==> src/rtl/lsu_bus_master.sv <==
// rtl/lsu_bus_master.sv - RISC-V load/store initiator for the word-wide mem/IO bus
//
// Purpose: accepts one load/store at a time. It drives mem_addr/mem_OE/mem_WE/mem_wdata
// and returns extended load data after a fixed read latency. Sub-word RAM stores use
// read-modify-write because the bus has no byte enables.
// Ports:
//   Clk, Reset            clock, synchronous active-high reset
//   req_valid/req_ready   request handshake (ready only in IDLE)
//   req_store, req_funct3 request kind and RISC-V size/sign code
//   req_addr, req_wdata   byte address, right-aligned store data
//   resp_valid/rdata/err  one-cycle response strobe, load data, error flag
//   mem_addr/OE/WE        bus address and read/write enables
//   mem_wdata, mem_rdata  bus write and read data
// Configuration: define LSU_ALIGN_CHECK_EN to report misaligned non-IO halves/words
// as errors; otherwise the lane is forced to alignment.

module lsu_bus_master #(
  parameter int MEM_RD_LATENCY = 2
) (
  input  logic        Clk,
  input  logic        Reset,
  input  logic        req_valid,
  output logic        req_ready,
  input  logic        req_store,
  input  logic [2:0]  req_funct3,
  input  logic [31:0] req_addr,
  input  logic [31:0] req_wdata,
  output logic        resp_valid,
  output logic [31:0] resp_rdata,
  output logic        resp_err,
  output logic [31:0] mem_addr,
  output logic        mem_OE,
  output logic        mem_WE,
  output logic [31:0] mem_wdata,
  input  logic [31:0] mem_rdata
);

  typedef enum logic [1:0] {IDLE, RD, WR, RESP} state_t;

  localparam logic [3:0] RD_LAST = 4'(MEM_RD_LATENCY - 1);

  state_t      state;
  logic [3:0]  rd_cnt;
  logic        cap_store;
  logic        cap_io;
  logic [2:0]  cap_funct3;
  logic [1:0]  cap_lane;
  logic [15:0] cap_wdata;

  logic        req_io;
  logic        req_bad;
  logic        req_rmw;
  logic [7:0]  byte_v;
  logic [15:0] half_v;
  logic [31:0] load_data;
  logic [31:0] merge_data;

  // Request classification, evaluated on the live request at the accept edge.
  always_comb begin
    req_io  = (req_addr[31:8] == 24'hFFFFFF) || (req_addr[31:8] == 24'h00FFFF);
    req_bad = (req_funct3 == 3'b011) || (req_funct3[2:1] == 2'b11) ||
              (req_store && req_funct3[2]);
`ifdef LSU_ALIGN_CHECK_EN
    if (!req_io && (((req_funct3[1:0] == 2'b01) && req_addr[0]) ||
                    ((req_funct3[1:0] == 2'b10) && (req_addr[1:0] != 2'b00))))
      req_bad = 1'b1;
`endif
    // Only legal stores reach this, so funct3 is 000, 001 or 010 here.
    req_rmw = req_store && !req_io && (req_funct3 != 3'b010);
  end

  // Lane extraction. A half uses lane[1] only and a word ignores the lane, which
  // forces misaligned accesses onto an aligned lane when no alignment error is raised.
  always_comb begin
    byte_v    = mem_rdata[{cap_lane, 3'b000} +: 8];
    half_v    = cap_lane[1] ? mem_rdata[31:16] : mem_rdata[15:0];
    load_data = mem_rdata;
    if (!cap_io) begin
      case (cap_funct3[1:0])
        2'b00:   load_data = {{24{byte_v[7] & ~cap_funct3[2]}}, byte_v};
        2'b01:   load_data = {{16{half_v[15] & ~cap_funct3[2]}}, half_v};
        default: load_data = mem_rdata;
      endcase
    end
  end

  // Read-modify-write merge for SB/SH: replace the addressed lane(s) in the read word.
  always_comb begin
    merge_data = mem_rdata;
    if (cap_funct3[1:0] == 2'b00)
      merge_data[{cap_lane, 3'b000} +: 8] = cap_wdata[7:0];
    else
      merge_data[{cap_lane[1], 4'b0000} +: 16] = cap_wdata[15:0];
  end

  always_ff @(posedge Clk) begin
    if (Reset) begin
      state      <= IDLE;
      rd_cnt     <= '0;
      cap_store  <= 1'b0;
      cap_io     <= 1'b0;
      cap_funct3 <= '0;
      cap_lane   <= '0;
      cap_wdata  <= '0;
      req_ready  <= 1'b1;
      resp_valid <= 1'b0;
      resp_err   <= 1'b0;
      resp_rdata <= '0;
      mem_addr   <= '0;
      mem_OE     <= 1'b0;
      mem_WE     <= 1'b0;
      mem_wdata  <= '0;
    end else begin
      case (state)
        IDLE: begin
          if (req_valid) begin
            cap_store  <= req_store;
            cap_io     <= req_io;
            cap_funct3 <= req_funct3;
            cap_lane   <= req_addr[1:0];
            cap_wdata  <= req_wdata[15:0];
            mem_addr   <= req_addr;
            req_ready  <= 1'b0;
            if (req_bad) begin
              state      <= RESP;
              resp_valid <= 1'b1;
              resp_err   <= 1'b1;
              resp_rdata <= '0;
            end else if (!req_store || req_rmw) begin
              state  <= RD;
              rd_cnt <= '0;
              mem_OE <= 1'b1;
            end else begin
              state     <= WR;
              mem_WE    <= 1'b1;
              mem_wdata <= req_wdata;
            end
          end
        end
        RD: begin
          if (rd_cnt == RD_LAST) begin
            mem_OE <= 1'b0;
            if (cap_store) begin
              state     <= WR;
              mem_WE    <= 1'b1;
              mem_wdata <= merge_data;
            end else begin
              state      <= RESP;
              resp_valid <= 1'b1;
              resp_err   <= 1'b0;
              resp_rdata <= load_data;
            end
          end else begin
            rd_cnt <= rd_cnt + 4'd1;
          end
        end
        WR: begin
          mem_WE     <= 1'b0;
          state      <= RESP;
          resp_valid <= 1'b1;
          resp_err   <= 1'b0;
          resp_rdata <= '0;
        end
        default: begin
          state      <= IDLE;
          resp_valid <= 1'b0;
          resp_err   <= 1'b0;
          resp_rdata <= '0;
          req_ready  <= 1'b1;
        end
      endcase
    end
  end

endmodule

==> config.mk <==
export PLATFORM = sky130hd
export DESIGN_NAME = lsu_bus_master
export DESIGN_NICKNAME = d
export VERILOG_FILES = /design/src/rtl/lsu_bus_master.sv
export SDC_FILE = /design/constraint.sdc
export NUM_CORES = 1
export LEC_CHECK = 0
export CAP_MARGIN = 20
export CORE_ASPECT_RATIO = 1.4
export CORE_MARGIN = 4
export CORE_UTILIZATION = 46
export CTS_CLUSTER_SIZE = 10
export DETAILED_ROUTE_END_ITERATION = 6
export PLACE_DENSITY = 0.81
export SLEW_MARGIN = 20
export SYNTH_ARGS = -nofsm -noshare
export SYNTH_HDL_FRONTEND = slang
export SYNTH_SLANG_ARGS = --single-unit
==> constraint.sdc <==
create_clock -name Clk -period 2.6 [get_ports Clk]
set_input_delay 0.52 -clock Clk [delete_from_list [all_inputs] [get_ports Clk]]
set_output_delay 0.52 -clock Clk [all_outputs]
set_load 0.05 [all_outputs]
## Word-level counts from Yosys, hierarchy flattened

Cells that the tools add are included.

| storage, ports and cells | value |
|---|---|
| register bits after elaboration | 130 |
| output and inout bits | 101 |

| cells by class | value |
|---|---|
| shift operators | 5 |
| reductions and logical operators | 22 |
| equal/unequal tests | 18 |
| $add $sub $neg | 3 |
| bitwise operators | 4 |
| multiplexer cells | 49 |

Operators with widths:

| kind | count |
|---|---|
| $mux W32 | 11 |
| $pmux W32 S2 | 3 |
| $bwmux W32 | 2 |
| $shift A16 B7 Y32 const A | 1 |
| $shift A8 B7 Y32 const A | 1 |
| $shiftx A16 B7 Y32 | 1 |
| $shiftx A32 B6 Y8 | 1 |
| $shiftx A8 B7 Y32 | 1 |
| $eq A24 B16 Y1 const B | 1 |
| $eq A24 B24 Y1 const B | 1 |
| $ne A2 B2 Y1 const B | 9 |
| $mux W1 | 17 |
| $mux W16 | 1 |
| $mux W4 | 4 |
| $neg A5 Y7 | 2 |
| $reduce_and A6 Y1 | 2 |
| $reduce_and A5 Y1 | 2 |
| $mux W2 | 4 |
| $pmux W4 S2 | 1 |
| $pmux W1 S2 | 3 |
| $pmux W1 S3 | 2 |
| $pmux W2 S3 | 1 |
| $reduce_and A2 Y1 | 3 |
| $add A4 B1 Y4 const B | 1 |
| other kinds (15) | 26 |

## Logic depth before layout (Yosys ltp)

Gate-level depths: netlist of run 1.

| logic depth | value |
|---|---|
| word-level depth | 10 |
| gate-level depth with buffers | 11 |

## Least setup slack after synthesis of run 1

OpenSTA, ideal clock, no wires.

| path | value |
|---|---|
| path kind | flip-flop to flip-flop |
| start point | register mem_addr[1] (netlist name) |
| end point | register mem_wdata[15] |
| path slack | 0.051 ns |
| period minus slack after synthesis | 2.549 ns |
| cell stages (with the launch flop) | 9 |
| data required time | 2.522 ns |
| arrival time | 2.471 ns |
| path through | dfxtp_1 > buf_2 > inv_2 > ha_1 > nand2_1 > nor4_1 > nand2_1 > and3_1 > nor3_1 |

RTL lines:

| element | line | RTL |
|---|---|---|
| end signal: assignment | 136 | `mem_wdata <= req_wdata;` |
| end signal: assignment | 146 | `mem_wdata <= merge_data;` |
| end: declaration | 34 | `output logic [31:0] mem_wdata,` |

## Worst setup path in the final report of run 1

| path | value |
|---|---|
| start point | register state[1] |
| end point | register mem_wdata[10] |

| on the way | value |
|---|---|
| cells in the longest elaborated chain, start to end | 3 |
| elaborated cells on any way between the ends | 10 |
| those cells by class | eq/ne: 6; mux: 1; reduce/logical: 3 |

Ends and longest elaborated chain:

| element | line | RTL |
|---|---|---|
| start: declaration | 42 | `state_t state;` |
| start signal: assignment | 98 | `state <= IDLE;` |
| start signal: assignment | 125 | `state <= RESP;` |
| start signal: assignment | 130 | `state <= RD;` |
| $eq A2 B1 Y1 or $logic_not A2 Y1 (tied branches) | 114 | `case (state)` |
| $ne A2 B2 Y1 (no source line) or $reduce_bool A2 Y1 (tied branches) | n/a |  |
| $reduce_and A6 Y1 (no source line) | n/a |  |

Several ways; a longest one is shown, not always the timed one.
A chain may end at the register's enable or synchronous reset.

==> results of run 1 <==
-- synth_stat cells, drive strengths merged, types with 3 or more instances --
library cell  count
dfxtp           128
a21oi            80
buf              13
inv               9
a221o             8
mux2i             4
nor4              3
a31oi             3
o2bb2ai          26
clkbuf           42
ha               11
nand2b            9
o41ai             9
nand4             7
and2              3
o21ai            12
o22ai             5
a21o             10
a222oi           16
nor3             21
nor2             71
nand2           157
a22oi             9
o211ai            8
a211oi            8
a211o             4
nand3b           10
or4               5
a221oi            9
mux2              5
and3             18
mux4              3
-- logic make-up after synthesis --
kind of cell             Yosys count  share of synthesized area [%]
AO/OA/AOI/OAI                    211                           25.1
adder cells (fa/ha/maj)           11                           2.28
buffers and inverters             64                           4.39
flip-flops                       128                           42.5
multiplexers                      12                           2.72
AND/OR/NAND/NOR                  312                           23.0
-- state kept, by name (all words and copies together) (netlist names) --
| signal | flops |
|---|---|
| state | 2 |
| req_ready | 1 |
| mem_addr | 32 |
| cap_funct3 | 3 |
| cap_io | 1 |
| cap_store | 1 |
| mem_OE | 1 |
| resp_err | 1 |
| rd_cnt | 4 |
| cap_wdata | 16 |
| resp_rdata | 32 |
| resp_valid | 1 |
| mem_wdata | 32 |
| mem_WE | 1 |
-- layer usage --
layer | track usage, % | share of wire (%) | wire [um]
met5 | 0 | 0 | 0
met4 | 15.6 | 5.4 | 1140
met3 | 8.90 | 9.6 | 2030
met2 | 47.7 | 49 | 10500
met1 | 30.5 | 36 | 7570
-- worst max-delay path, delay by kind of cell (launching register included) --
kind            cells  cell delay [ns]
flops               1             0.34
fa+ha+maj           1             0.19
compound gates      1             0.29
buf+inv             3             0.42
simple gates        3             1.16
-- final cells by class --
class,instances,area share [%]
multi-input cells,546,35.9
clock buffers,23,5.30
flip-flops and latches,128,28.4
clock inverters,7,0.416
well taps,153,2.12
repair buffers,258,27.5
inverters,9,0.375
-- metrics by stage --
stage | area [um2] | total power, mW | instances | setup TNS (ns)
floorplan | 6040 | 5.36 | 738 | 0
global placement | 8490 | 6.85 | 1094 | -6.35
detailed placement | 8490 | 6.90 | 1094 | -8.96
CTS | 9000 | 9.02 | 1124 | 0
global route | 9010 | 9.49 | 1124 | -0.0244
finish | 9010 | 9.04 | 1124 | 0
-- where the power goes --
part	internal (mW)	switching, mW	total (mW)
clock network	1.27	0.836	2.11
logic	1.58	2.77	4.35
registers	2.34	0.248	2.59
total	5.18	3.86	9.04
-- cell usage in the layout, fill, tap and decap left out, types with 3 or more instances in the layout --
cell type and count:
mux2i_1 4, a31oi_1 3, nor2_1 69, clkdlybuf4s50_1 201, a211oi_1 5, and3_1 18, o41ai_1 5, clkbuf_1 3
clkinv_2 6, mux4_2 3, a21oi_1 80, buf_4 54, o211ai_1 8, inv_1 7, mux2_2 5, o41ai_2 4
o22ai_1 4, or4_1 5, clkbuf_16 17, nand4_1 7, a21o_1 10, a221oi_1 9, a211o_1 4, nand2b_1 9
ha_1 11, nor3_1 21, nand2_1 156, clkbuf_8 3, dfxtp_1 128, buf_12 3, o21ai_0 11, a22oi_1 9
o2bb2ai_1 26, a221o_1 8, nand3b_1 10, a222oi_1 16
-- path summary, 6_finish.rpt --
path | to | cells after the start | from
worst min register to register | resp_rdata[9] | 1 | resp_rdata[9]
worst max-delay path | mem_wdata[10] | 8 | state[1]
worst min-delay path | resp_rdata[9] | 1 | resp_rdata[9]
worst max register to register | mem_wdata[10] | 8 | state[1]
-- repair_timing --
item | CTS | global route
hold endpoints to repair | 0 | 0
resized for setup | 0 | 1
setup endpoints to repair | 0 | 6
==> results.py, run 1 <==
metrics = {
    "synth": {
        "ys_dominant_reg_cell": "dfxtp_1",
        "yosys_register_bits": 128,
        "postSynthCellCount": 738,
        "synth.largest_area_cell": "dfxtp_1",
        "yosysUniqueCellTypes": 51,
        "number_of_enable_flip_flop_cells_after_synthesis": 0,
        "async_reset_ff_share_pct": 0,
        "netlist_area_um2": 6040,
        "seq_area_frac_synth_pct": 42.5,
        "synth.top_cell.area_share_pct": 42.5,
        "synth_nets": 852,
        "postSynthAreaPerCell_um2": 8.18,
        "post_synth_main_area_contributors": "dfxtp_1 42%, nand2_1 9.8%, a21oi_1 6.6%",
        "yosysWarningCount": 0,
    },
    "outcome": {
        "failed_checks": "design-rule violations",
        "outcome": "finished with violations",
    },
    "sta": {
        "worst_rel_slew_slack_pct": 36.0,
        "clock-skew-final_ns": 0.0156,
        "worstMarginPinSlew_ns": 0.953,
        "finalSetupViolations": 0,
        "final_max_slew_viol_count": 0,
        "hold_violations": 0,
        "whs_ns": 0.451,
        "period_share_pct": 96.1,
        "max_freq_mhz": 400,
        "finalCriticalPeriod_ns": 2.50,
        "final.setup.worst_slack_ns": 0.103,
    },
    "cts": {
        "cts_made_buffers": 17,
        "cts.root.buffer_cell": "clkbuf_16",
        "clockBufferDepth": 2,
        "worst_skew_pair.late_latency_ns": 0.42,
        "cts.reportedPaths.clkPinSlew_ns": 0.06,
        "h-tree-depth": 4,
        "tritoncts": "built",
        "post_cts_hold_buffer_count": 0,
        "post_cts.repair.setup_buffers": 0,
        "clock-sinks": 128,
    },
    "setup_path": {
        "cp-start-kind": "register",
        "slowest_stage": "nor3_1",
        "max_stage_delay_ns": 0.78,
        "timing.critical_path.to_type": "register",
        "ff2ff_setup_slack_ns": 0.10,
        "worst_ep_arrival_time_ns": 2.84,
        "max_fo_critical_path": 19,
        "cell_chain_critical_path": "inv_1 > ha_1 > inv_1 > buf_4 > nor3_1 > a222oi_1 > and3_1 > nor3_1",
        "worstPathRequired_ns": 2.94,
        "setup.worst_path.class": "register to register",
    },
    "cells_and_area": {
        "post-route-util_pct": 70.0,
        "multi_input_area_um2": 3230,
        "layout-drive-gt1-share_pct": 11.5,
        "areaGrowthSynthToFinish_pct": 49.4,
        "seqCellArea_um2": 2560,
        "total_inserted_antenna_cells": 0,
        "fillerInstances": 1024,
        "finalNetCount": 1074,
    },
    "route": {
        "detail-route-antenna-nets": 0,
        "via_count": 6539,
        "first_pass_iters": 7,
        "drt-initial-drc-count": 595,
        "wire_per_inst_um": 18.9,
        "post-route-drc-count": 13,
        "drt-vias-per-instance": 5.82,
        "finalWirelength_mm": 21.2,
    },
    "placed_design": {
        "place_congestion": 0.969,
        "numPortBuffers": 203,
        "dp_hpwl_mm": 15.7,
        "setup_slack_after_placement_ns": -0.229,
    },
    "global_routing": {
        "grt.overflow.total": 0,
        "maximum_number_of_pins_on_one_net_before_global_route_repair": 59,
        "vias_in_the_first_global_route": 6416,
        "first_pass_grt_wire_length_mm": 33.0,
        "antenna_violations_before_repair": 0,
        "grtUsageTotal_pct": 27.8,
    },
    "min_path": {
        "hold_path_class": "register to register",
    },
    "floorplan": {
        "std_cell_rows": 49,
        "fp.dieH_um": 144,
        "i_o_pin_total": 204,
        "start_util_pct": 46.9,
        "core-area_um2": 12900,
        "die-width_um": 105,
        "dieArea_um2": 15000,
    },
    "pwr": {
        "power.density_cell_area_nw_per_um2": 1000,
        "leakage_dissipation_nw": 3.45,
        "vdd_drop_max_uv": 528,
    },
    "flow_run": {
        "cap_violations": 0,
    },
}
No activity file was read; power rests on OpenSTA's default activity.
==> run 2, diff against run 1 <==
Settings changed: CORE_MARGIN 4 to 2.
==> run 2 against run 1 <==
  * The flow still finishes with violations (design-rule violations)
  * Clock skew shrank 0.0079 ns
  * Clock-buffer cell count is the same
  * Final cell count grew 0.36%
  * Largest cell class unchanged
  * Highest routed layer unchanged
==> results.py, run 2 (synthesis gave the netlist of run 1 again) <==
metrics = {
    "outcome": {
        "outcome": "finished with violations",
        "failed_checks": "design-rule violations",
    },
    "global_routing": {
        "first_pass_grt_wire_length_mm": 31.8,
        "vias_in_the_first_global_route": 6195,
        "antenna_violations_before_repair": 0,
        "grt.overflow.total": 0,
        "maximum_number_of_pins_on_one_net_before_global_route_repair": 80,
        "grtUsageTotal_pct": 29.0,
    },
    "placed_design": {
        "dp_hpwl_mm": 15.2,
        "detailed_place.area_um2": 8540,
        "place_congestion": 0.951,
        "numPortBuffers": 203,
        "setup_slack_after_placement_ns": -0.190,
    },
    "sta": {
        "finalSetupViolations": 0,
        "hold_violations": 0,
        "worst_rel_slew_slack_pct": 36.1,
        "finalCriticalPeriod_ns": 2.46,
        "final_max_slew_viol_count": 0,
        "final.setup.worst_slack_ns": 0.145,
        "setup-tns-final_ns": 0,
        "period_share_pct": 94.4,
        "clock-skew-final_ns": 0.00774,
        "worstMarginPinSlew_ns": 0.951,
        "max_freq_mhz": 407,
        "setup_repair_after_global_routing_missed_its_margin": "false",
    },
    "cts": {
        "cts.root.buffer_cell": "clkbuf_16",
        "cts_made_buffers": 17,
        "post_cts_hold_buffer_count": 0,
        "clockBufferDepth": 2,
        "post_cts.repair.setup_buffers": 0,
        "cts.reportedPaths.clkPinSlew_ns": 0.06,
        "post_cts_resized": 0,
        "clock-sinks": 128,
        "worst_skew_pair.late_latency_ns": 0.42,
        "h-tree-depth": 4,
        "tritoncts": "built",
    },
    "cells_and_area": {
        "fillerInstances": 968,
        "mostFrequentLayoutCell": "clkdlybuf4s50_1",
        "layout.cell_area.non_filler_um2": 9090,
        "finalNetCount": 1078,
        "layout.cells.most_common_list": "201 x clkdlybuf4s50_1, 156 x nand2_1, 128 x dfxtp_1",
        "total_inserted_antenna_cells": 0,
        "layout-drive-gt1-share_pct": 11.9,
        "areaGrowthSynthToFinish_pct": 50.6,
        "layout_top_registers": "mem_addr: 32 flops, mem_wdata: 32 flops, resp_rdata: 32 flops",
    },
    "floorplan": {
        "fp.dieH_um": 140,
        "i_o_pin_total": 204,
        "dieArea_um2": 14100,
        "std_cell_rows": 49,
        "core-area_um2": 12800,
        "die-width_um": 101,
        "start_util_pct": 47.1,
    },
    "setup_path": {
        "cp-start-kind": "register",
        "max_fo_critical_path": 18,
        "setup.worst_path.class": "register to register",
        "timing.critical_path.to_type": "register",
        "worst_ep_arrival_time_ns": 2.79,
        "worstPathRequired_ns": 2.93,
    },
    "route": {
        "wire_per_inst_um": 18.3,
        "drt-initial-drc-count": 574,
        "detail-route-antenna-nets": 0,
        "first_pass_iters": 7,
        "via_count": 6548,
        "post-route-drc-count": 5,
        "drt-vias-per-instance": 5.80,
        "finalWirelength_mm": 20.6,
    },
    "pwr": {
        "vdd_drop_max_uv": 548,
        "power.density_cell_area_nw_per_um2": 1000,
        "leakage_dissipation_nw": 3.48,
    },
    "min_path": {
        "hold_path_class": "register to register",
    },
    "flow_run": {
        "cap_violations": 0,
    },
}
-- run 2: worst max-delay path: stages, from the launching register on --
cell	delay (ns)
dfxtp_1	0.33
inv_1	0.08
ha_1	0.19
inv_1	0.14
buf_4	0.23
nor3_1	0.78
a222oi_1	0.23
and3_1	0.25
nor3_1	0.14
-- run 2: power breakdown --
group	leakage (nW)	internal, mW	switching [mW]
clock	0.262	1.34	0.827
sequential	1.04	2.34	0.247
combinational	2.18	1.59	2.76
-- run 2: final cells by class --
class | instances | area, um2 | area share, %
repair buffers | 262 | 2530 | 27.9
clock inverters | 7 | 62.6 | 0.688
flip-flops and latches | 128 | 2560 | 28.2
multi-input cells | 546 | 3240 | 35.6
well taps | 153 | 191 | 2.11
clock buffers | 23 | 468 | 5.15
inverters | 9 | 33.8 | 0.372
-- run 2: path summary, 6_finish.rpt --
kind / startpoint / end / slack [ns] / cells after the start
max: state[1] / mem_wdata[25] / 0.14 / 8
max reg2reg: state[1] / mem_wdata[25] / 0.14 / 8
min: mem_addr[8] / mem_addr[8] / 0.45 / 2
min reg2reg: mem_addr[8] / mem_addr[8] / 0.45 / 2
-- run 2: layer usage --
metal / GRT usage (%) / routed length, um / up-vias
met5: 0 / 0 / -
met4: 15.2 / 1060 / 0
met3: 8.14 / 1800 / 75
met2: 48.4 / 10200 / 348
met1: 33.2 / 7520 / 3013
li1: - / - / 3112
-- run 2: through the flow --
step                      hold WS [ns]  cells  total power [mW]  utilization [%]
final                            0.453   1128              9.11             70.9
after global routing             0.466   1128              9.54             70.9
after CTS                        0.453   1128              9.10             70.8
after detailed placement         0.442   1098              6.93             66.7
after global placement           0.434   1098              6.88             66.7
after floorplan                  0.446    738              5.36                -
